## src/rtl/pc_sequencer_if.sv

```systemverilog
// Command/status bundle between the instruction decoder and the PC sequencer.
interface pc_sequencer_if #(
  parameter int SIZE_LOG    = 8,
  parameter int STACK_DEPTH = 4
);
  localparam int LW = $clog2(STACK_DEPTH + 1);

  logic                halt;
  logic                ret;
  logic                call;
  logic                write;
  logic                skip;
  logic                clear_err;
  logic [SIZE_LOG-1:0] address_in;
  logic [SIZE_LOG-1:0] address_out;
  logic [LW-1:0]       stack_level;
  logic                stack_empty;
  logic                stack_full;
  logic                overflow;
  logic                underflow;

  // Decoder side: drives strobes, observes PC and stack status
  modport master (
    output halt, ret, call, write, skip, clear_err, address_in,
    input  address_out, stack_level, stack_empty, stack_full, overflow, underflow
  );

  // Sequencer side
  modport slave (
    input  halt, ret, call, write, skip, clear_err, address_in,
    output address_out, stack_level, stack_empty, stack_full, overflow, underflow
  );
endinterface

```

## src/rtl/pc_sequencer.sv

```systemverilog
// Program-address sequencer: increment, jump, skip, call/ret with a hardware
// return stack, halt hold and sticky stack-error flags. State updates on the
// falling clock edge.
module pc_sequencer #(
  parameter int SIZE_LOG    = 8,
  parameter int STACK_DEPTH = 4,
  parameter int RESET_ADDR  = 0
) (
  input  logic                clk,
  input  logic                rst,
  pc_sequencer_if.slave       bus
);
  localparam int LW = $clog2(STACK_DEPTH + 1);
  localparam int IW = (STACK_DEPTH > 1) ? $clog2(STACK_DEPTH) : 1;

  typedef enum logic [2:0] {
    ACT_HOLD,
    ACT_RET,
    ACT_CALL,
    ACT_WRITE,
    ACT_SKIP,
    ACT_INC
  } act_t;

  logic [SIZE_LOG-1:0] r_pc;
  logic [LW-1:0]       r_level;
  logic                r_ovf;
  logic                r_unf;
  logic [SIZE_LOG-1:0] r_stack [STACK_DEPTH];

  act_t                w_act;
  logic                w_empty;
  logic                w_full;
  logic [SIZE_LOG-1:0] w_pc_inc;
  logic [SIZE_LOG-1:0] w_pc_next;
  logic [LW-1:0]       w_level_next;
  logic                w_push;
  logic                w_ovf_set;
  logic                w_unf_set;
  logic                w_ovf_next;
  logic                w_unf_next;
  logic [IW-1:0]       w_wr_idx;
  logic [IW-1:0]       w_top_idx;

  assign w_empty   = (r_level == '0);
  assign w_full    = (r_level == LW'(STACK_DEPTH));
  assign w_pc_inc  = r_pc + SIZE_LOG'(1);
  // Index is only used when in range: push requires !full, pop requires !empty
  assign w_wr_idx  = IW'(r_level);
  assign w_top_idx = IW'(r_level - LW'(1));

  // Fixed-priority selection of the single action for this edge
  always_comb begin
    w_act = ACT_INC;
    if (bus.halt)       w_act = ACT_HOLD;
    else if (bus.ret)   w_act = ACT_RET;
    else if (bus.call)  w_act = ACT_CALL;
    else if (bus.write) w_act = ACT_WRITE;
    else if (bus.skip)  w_act = ACT_SKIP;
  end

  // Next PC, stack level, push strobe and error events for the selected action
  always_comb begin
    w_pc_next    = r_pc;
    w_level_next = r_level;
    w_push       = 1'b0;
    w_ovf_set    = 1'b0;
    w_unf_set    = 1'b0;
    unique case (w_act)
      ACT_HOLD: ;
      ACT_RET: begin
        if (w_empty) begin
          w_pc_next = w_pc_inc;
          w_unf_set = 1'b1;
        end else begin
          w_pc_next    = r_stack[w_top_idx];
          w_level_next = r_level - LW'(1);
        end
      end
      ACT_CALL: begin
        if (w_full) begin
          w_pc_next = w_pc_inc;
          w_ovf_set = 1'b1;
        end else begin
          w_pc_next    = bus.address_in;
          w_level_next = r_level + LW'(1);
          w_push       = 1'b1;
        end
      end
      ACT_WRITE: w_pc_next = bus.address_in;
      ACT_SKIP:  w_pc_next = r_pc + SIZE_LOG'(2);
      default:   w_pc_next = w_pc_inc;
    endcase
  end

  // Sticky flags: clear_err acts even under halt, a new error on the same edge wins
  assign w_ovf_next = (r_ovf & ~bus.clear_err) | w_ovf_set;
  assign w_unf_next = (r_unf & ~bus.clear_err) | w_unf_set;

  // PC, level and flag registers with asynchronous reset
  always_ff @(negedge clk or posedge rst) begin
    if (rst) begin
      r_pc    <= SIZE_LOG'(RESET_ADDR);
      r_level <= '0;
      r_ovf   <= 1'b0;
      r_unf   <= 1'b0;
    end else begin
      r_pc    <= w_pc_next;
      r_level <= w_level_next;
      r_ovf   <= w_ovf_next;
      r_unf   <= w_unf_next;
    end
  end

  // Return-stack storage; contents are don't-care after reset so no reset here
  always_ff @(negedge clk) begin
    if (!rst && w_push) r_stack[w_wr_idx] <= w_pc_inc;
  end

  assign bus.address_out = r_pc;
  assign bus.stack_level = r_level;
  assign bus.stack_empty = w_empty;
  assign bus.stack_full  = w_full;
  assign bus.overflow    = r_ovf;
  assign bus.underflow   = r_unf;
endmodule

```

## src/flat_wrapper.sv

```systemverilog
// flat-port wrapper written by rule: the top's interface ports become plain ports
module pc_sequencer_flat 
#(
  parameter int SIZE_LOG    = 8,
  parameter int STACK_DEPTH = 4,
  parameter int RESET_ADDR  = 0
)
  (clk, rst, bus_halt, bus_ret, bus_call, bus_write, bus_skip, bus_clear_err, bus_address_in, bus_address_out, bus_stack_level, bus_stack_empty, bus_stack_full, bus_overflow, bus_underflow);
  pc_sequencer_if #(.SIZE_LOG(SIZE_LOG), .STACK_DEPTH(STACK_DEPTH)) bus_i ();
  input  logic clk;
  input  logic rst;
  input wire logic [$bits(bus_i.halt)-1:0] bus_halt;
  input wire logic [$bits(bus_i.ret)-1:0] bus_ret;
  input wire logic [$bits(bus_i.call)-1:0] bus_call;
  input wire logic [$bits(bus_i.write)-1:0] bus_write;
  input wire logic [$bits(bus_i.skip)-1:0] bus_skip;
  input wire logic [$bits(bus_i.clear_err)-1:0] bus_clear_err;
  input wire logic [$bits(bus_i.address_in)-1:0] bus_address_in;
  output wire logic [$bits(bus_i.address_out)-1:0] bus_address_out;
  output wire logic [$bits(bus_i.stack_level)-1:0] bus_stack_level;
  output wire logic [$bits(bus_i.stack_empty)-1:0] bus_stack_empty;
  output wire logic [$bits(bus_i.stack_full)-1:0] bus_stack_full;
  output wire logic [$bits(bus_i.overflow)-1:0] bus_overflow;
  output wire logic [$bits(bus_i.underflow)-1:0] bus_underflow;
  assign bus_i.halt = bus_halt;
  assign bus_i.ret = bus_ret;
  assign bus_i.call = bus_call;
  assign bus_i.write = bus_write;
  assign bus_i.skip = bus_skip;
  assign bus_i.clear_err = bus_clear_err;
  assign bus_i.address_in = bus_address_in;
  assign bus_address_out = bus_i.address_out;
  assign bus_stack_level = bus_i.stack_level;
  assign bus_stack_empty = bus_i.stack_empty;
  assign bus_stack_full = bus_i.stack_full;
  assign bus_overflow = bus_i.overflow;
  assign bus_underflow = bus_i.underflow;
  pc_sequencer #(.SIZE_LOG(SIZE_LOG), .STACK_DEPTH(STACK_DEPTH), .RESET_ADDR(RESET_ADDR)) u_core (.clk(clk), .rst(rst), .bus(bus_i));
endmodule
```

## config.mk

```make
export PLATFORM = sky130hd
export DESIGN_NAME = pc_sequencer_flat
export DESIGN_NICKNAME = d
export VERILOG_FILES = /design/src/rtl/pc_sequencer_if.sv /design/src/rtl/pc_sequencer.sv /design/src/flat_wrapper.sv
export SDC_FILE = /design/constraint.sdc
export NUM_CORES = 1
export LEC_CHECK = 0
export CAP_MARGIN = 20
export CORE_MARGIN = 2
export CORE_UTILIZATION = 24
export DETAILED_ROUTE_END_ITERATION = 7
export GPL_TIMING_DRIVEN = 0
export PLACE_DENSITY_LB_ADDON = 0.25
export SLEW_MARGIN = 20
export SYNTH_ARGS = -nofsm -noshare
export SYNTH_HDL_FRONTEND = slang
export SYNTH_SLANG_ARGS = --single-unit
```

## constraint.sdc

```tcl
create_clock -name clk -period 2.65 [get_ports clk]
set_input_delay 0.53 -clock clk [delete_from_list [all_inputs] [get_ports clk]]
set_output_delay 0.53 -clock clk [all_outputs]
set_load 0.05 [all_outputs]
```

==> metrics.md <==
| Metric | Value |
|---|---|
| Status | complete, but fails checks |
| Failing checks | negative setup slack |
| Detailed-route via count | ~2000 |
| CTS root buf | clkbuf_8 |
| Hold WC Path Type | reg -> reg |
| Placement Setup Slack | -1210 ps |
| Setup ws final | -711 ps |
| Routed WL | approximately 6.5 mm |
| Pleak | between 1.5 and 2 nW |
| Routability Congestion | ~0.76 |
| Final setup vio count | 52 |
| Crit path capture | bus_stack_full |
| Die H | between 100 and 150 um |
| H-Tree Depth | 2 |
| Top Ports | 31 |
| CP max stage cell | dfrtn_1 |
| Vias in the first global route | slightly above 2000 |
| R2r setup slk | around 180 ps |
| Row cnt | 36 |
| Worst Path Class, Setup | reg -> out |
| Yosys reg bits | 45 |
| Fin. Hold Viols | 0 |
| Slew @ Worst Pin | roughly 580 ps |
| PD cells | ~1100 mW/mm2 |
| Skew-Pair Late Insertion Delay | roughly 370 ps |
| Post-synth top flop | edfxtp_1 |
| DPL Wire Length | 4.36 mm |
| Grt ovf | 0 |
| FFs w/ async S/R, synth | 0.289 |
| Worst path depth | 6 |
| RR Startpoint | u_core.bus.stack_level[0] |
| R2R cell count | 8 |
| Max VDD drop | ~0.00036 V |
| IO buf count | 30 |
| Count of flip-flops with a built-in enable after synthesis | 32 |
| YS warnings | 0 |
| Worst r2r dst | u_core.bus.address_out[1] |
| Max clock buf depth | 2 |
| Max cap viols | 0 |
| Clock sink count | 45 |
| N_diodes | 0 |
| Layout cells sized above 1 | 0.379 |
| Area Growth Syn to Fin | 55.7% |
| Hold slack | a little under 500 ps |
| Post-Route Utilization | 0.382 |
| Fin Clk Skew | between 60 and 70 ps |
| Horiz. Die Dim | slightly above 100 um |
| Mapped Area | 0.00239 mm2 |
| Core area | 0.00973 mm2 |
| Distinct cells, synth | 48 |
| Antenna violation net count after detailed routing | 0 |
| Slew margin rel. | 0.616 |
| WL per Instance | about 15 um |
| Slowest stage delay, CP | approximately 470 ps |
| CP cell instances | buf_8, inv_8, ha_4, buf_6, and2_4, buf_8 |
| Required @ worst endpoint | approximately 2100 ps |
| Mean Syn Cell Area | 12.7 um2 |
| Register area share after synthesis | 0.539 |
| Total power | 4.00 mW |
| Net Count, Synth | 212 |
| Crit-path leading delay family | flip-flops |
| Post-Synthesis Cells | 188 |
| First-pass GRT wire length | around 10 mm |
| DRC viols | 0 |
| Initial antenna violation count | 0 |
| Cts hold-fix bufs | 0 |
| Arr. time, crit path | 2830 ps |
| Crit end category | output pin |
| GRT Overall Usage | 0.124 |
| Startpoint class of the critical path | register |
| Drt pass-1 iters | 4 |
| Area of the die | ~0.011 mm2 |
| Vias per cell | between 4 and 5 |
| DR iter-0 viols | 55 |
| Worst-path fanout max | 3 |
| CTS tree | built |
| CP most frequent cell | buf_8 |
| CP Buf/Inv Count | 4 |
| Final slew viol count | 0 |
| Unrepaired setup endpoints after global routing | true |
| Initial Util | 0.245 |
| Inserted Clock Buffers | 5 |
| CP startpoint | u_core.bus.stack_level[0] |
| Layout net count | approximately 320 |
| Largest net degree at the start of global routing | 18 |
| Clk pin slew, worst setup/hold paths | 70 ps |
## power by group
group / total, mW / internal, mW / switching, mW
Clock: 0.687 / 0.274 / 0.413
Sequential: 1.05 / 0.970 / 0.0771
Combinational: 2.27 / 1.04 / 1.22
## routing by layer
layer,part of all wire,global-route usage,up-vias
li1,-,-,946
met1,0.44,0.148,973
met2,0.53,0.221,27
met3,0.026,0.0334,6
met4,0.011,0.0319,0
met5,0,0,-
## metrics by stage
step                TNS [ps]  cell area [um2]  cells
floorplan             -12850             2510    188
detailed placement    -56410             2970    351
finish                 -7260             3720    431
global route           -9120             3720    431
global placement      -57780             2970    351
CTS                    -8450             3570    420
## state kept, by name, summed over array words and instances (netlist names)
name,cells
u_core.r_stack,32
u_core.bus.underflow,1
u_core.bus.overflow,1
u_core.bus.address_out,8
u_core.bus.stack_level,3
## synthesized netlist by cell type, drive strengths merged (4+ instances only)
library cell   n  area, um2
mux4           8        203
ha             8        100
xnor2          8       70.1
edfxtp        32        961
dfrtn         13        325
a21oi          5       36.3
nand2         10       37.5
nand3          5       25.0
and3           7       48.8
nor2           9       33.8
inv           13       48.8
nor3           5       25.0
and2           6       37.5
o211ai         4       30.0
a221oi         4       35.0
o21ai          8       40.0
clkbuf         5       18.8
nand2b         5       31.3
## what timing repair did
| item | in CTS | in global routing |
|---|---|---|
| setup endpoints to repair | 60 | 58 |
| buffers inserted | 31 | 12 |
| resized for setup | 164 | 19 |
| gates cloned | 0 | 1 |
| pin swaps | 13 | 13 |
## cell families (layout without fill, tap and decap cells)
kind of cell / Yosys count / count (layout) / share of synthesized area
buf+inv: 21 / 130 / 0.0372
compound gates: 40 / 40 / 0.128
flops: 45 / 45 / 0.539
xor+xnor: 9 / 9 / 0.0330
mux: 9 / 9 / 0.0891
fa+ha+maj: 8 / 8 / 0.0420
simple gates: 56 / 57 / 0.131
## worst min-delay path by stage
stage / startpoint / to / slack, ps / cells past startpoint
floorplan: u_core.r_stack[0][5] / u_core.bus.address_out[5] / 580 / 3
global placement: u_core.bus.underflow / u_core.bus.underflow / 450 / 1
detailed placement: u_core.bus.overflow / u_core.bus.overflow / 450 / 1
CTS: u_core.bus.overflow / u_core.bus.overflow / 490 / 1
global route: u_core.bus.underflow / u_core.bus.underflow / 510 / 1
finish: u_core.bus.overflow / u_core.bus.overflow / 480 / 1
## layout by cell type, fill, tap and decap left out, types with 3 or more instances in the layout
| cell type | count |
|---|---|
| nor2_4 | 4 |
| and2_4 | 5 |
| o21ai_1 | 4 |
| mux4_1 | 6 |
| ha_1 | 7 |
| and3_1 | 3 |
| inv_1 | 41 |
| buf_8 | 8 |
| clkbuf_8 | 5 |
| nor2_1 | 5 |
| o21ai_0 | 4 |
| buf_6 | 19 |
| inv_8 | 3 |
| nand2b_1 | 3 |
| clkbuf_1 | 3 |
| xnor2_1 | 8 |
| and3_4 | 4 |
| nand2_1 | 9 |
| buf_4 | 34 |
| nor3_1 | 4 |
| edfxtp_1 | 32 |
| o211ai_1 | 4 |
| clkdlybuf4s50_1 | 9 |
| nand3_1 | 5 |
| dfrtn_1 | 13 |
## layout make-up
type                            count  area (um2)
Clock buffer                        5        68.8
Inverter                           12        56.3
Tap cell                          133         166
Fill cell                         980        6010
Clock inverter                     35         159
Buffer                              6        48.8
Multi-Input combinational cell    123        1220
Timing Repair Buffer               72         707
Sequential cell                    45        1290
No activity file was read; power rests on OpenSTA's default activity.
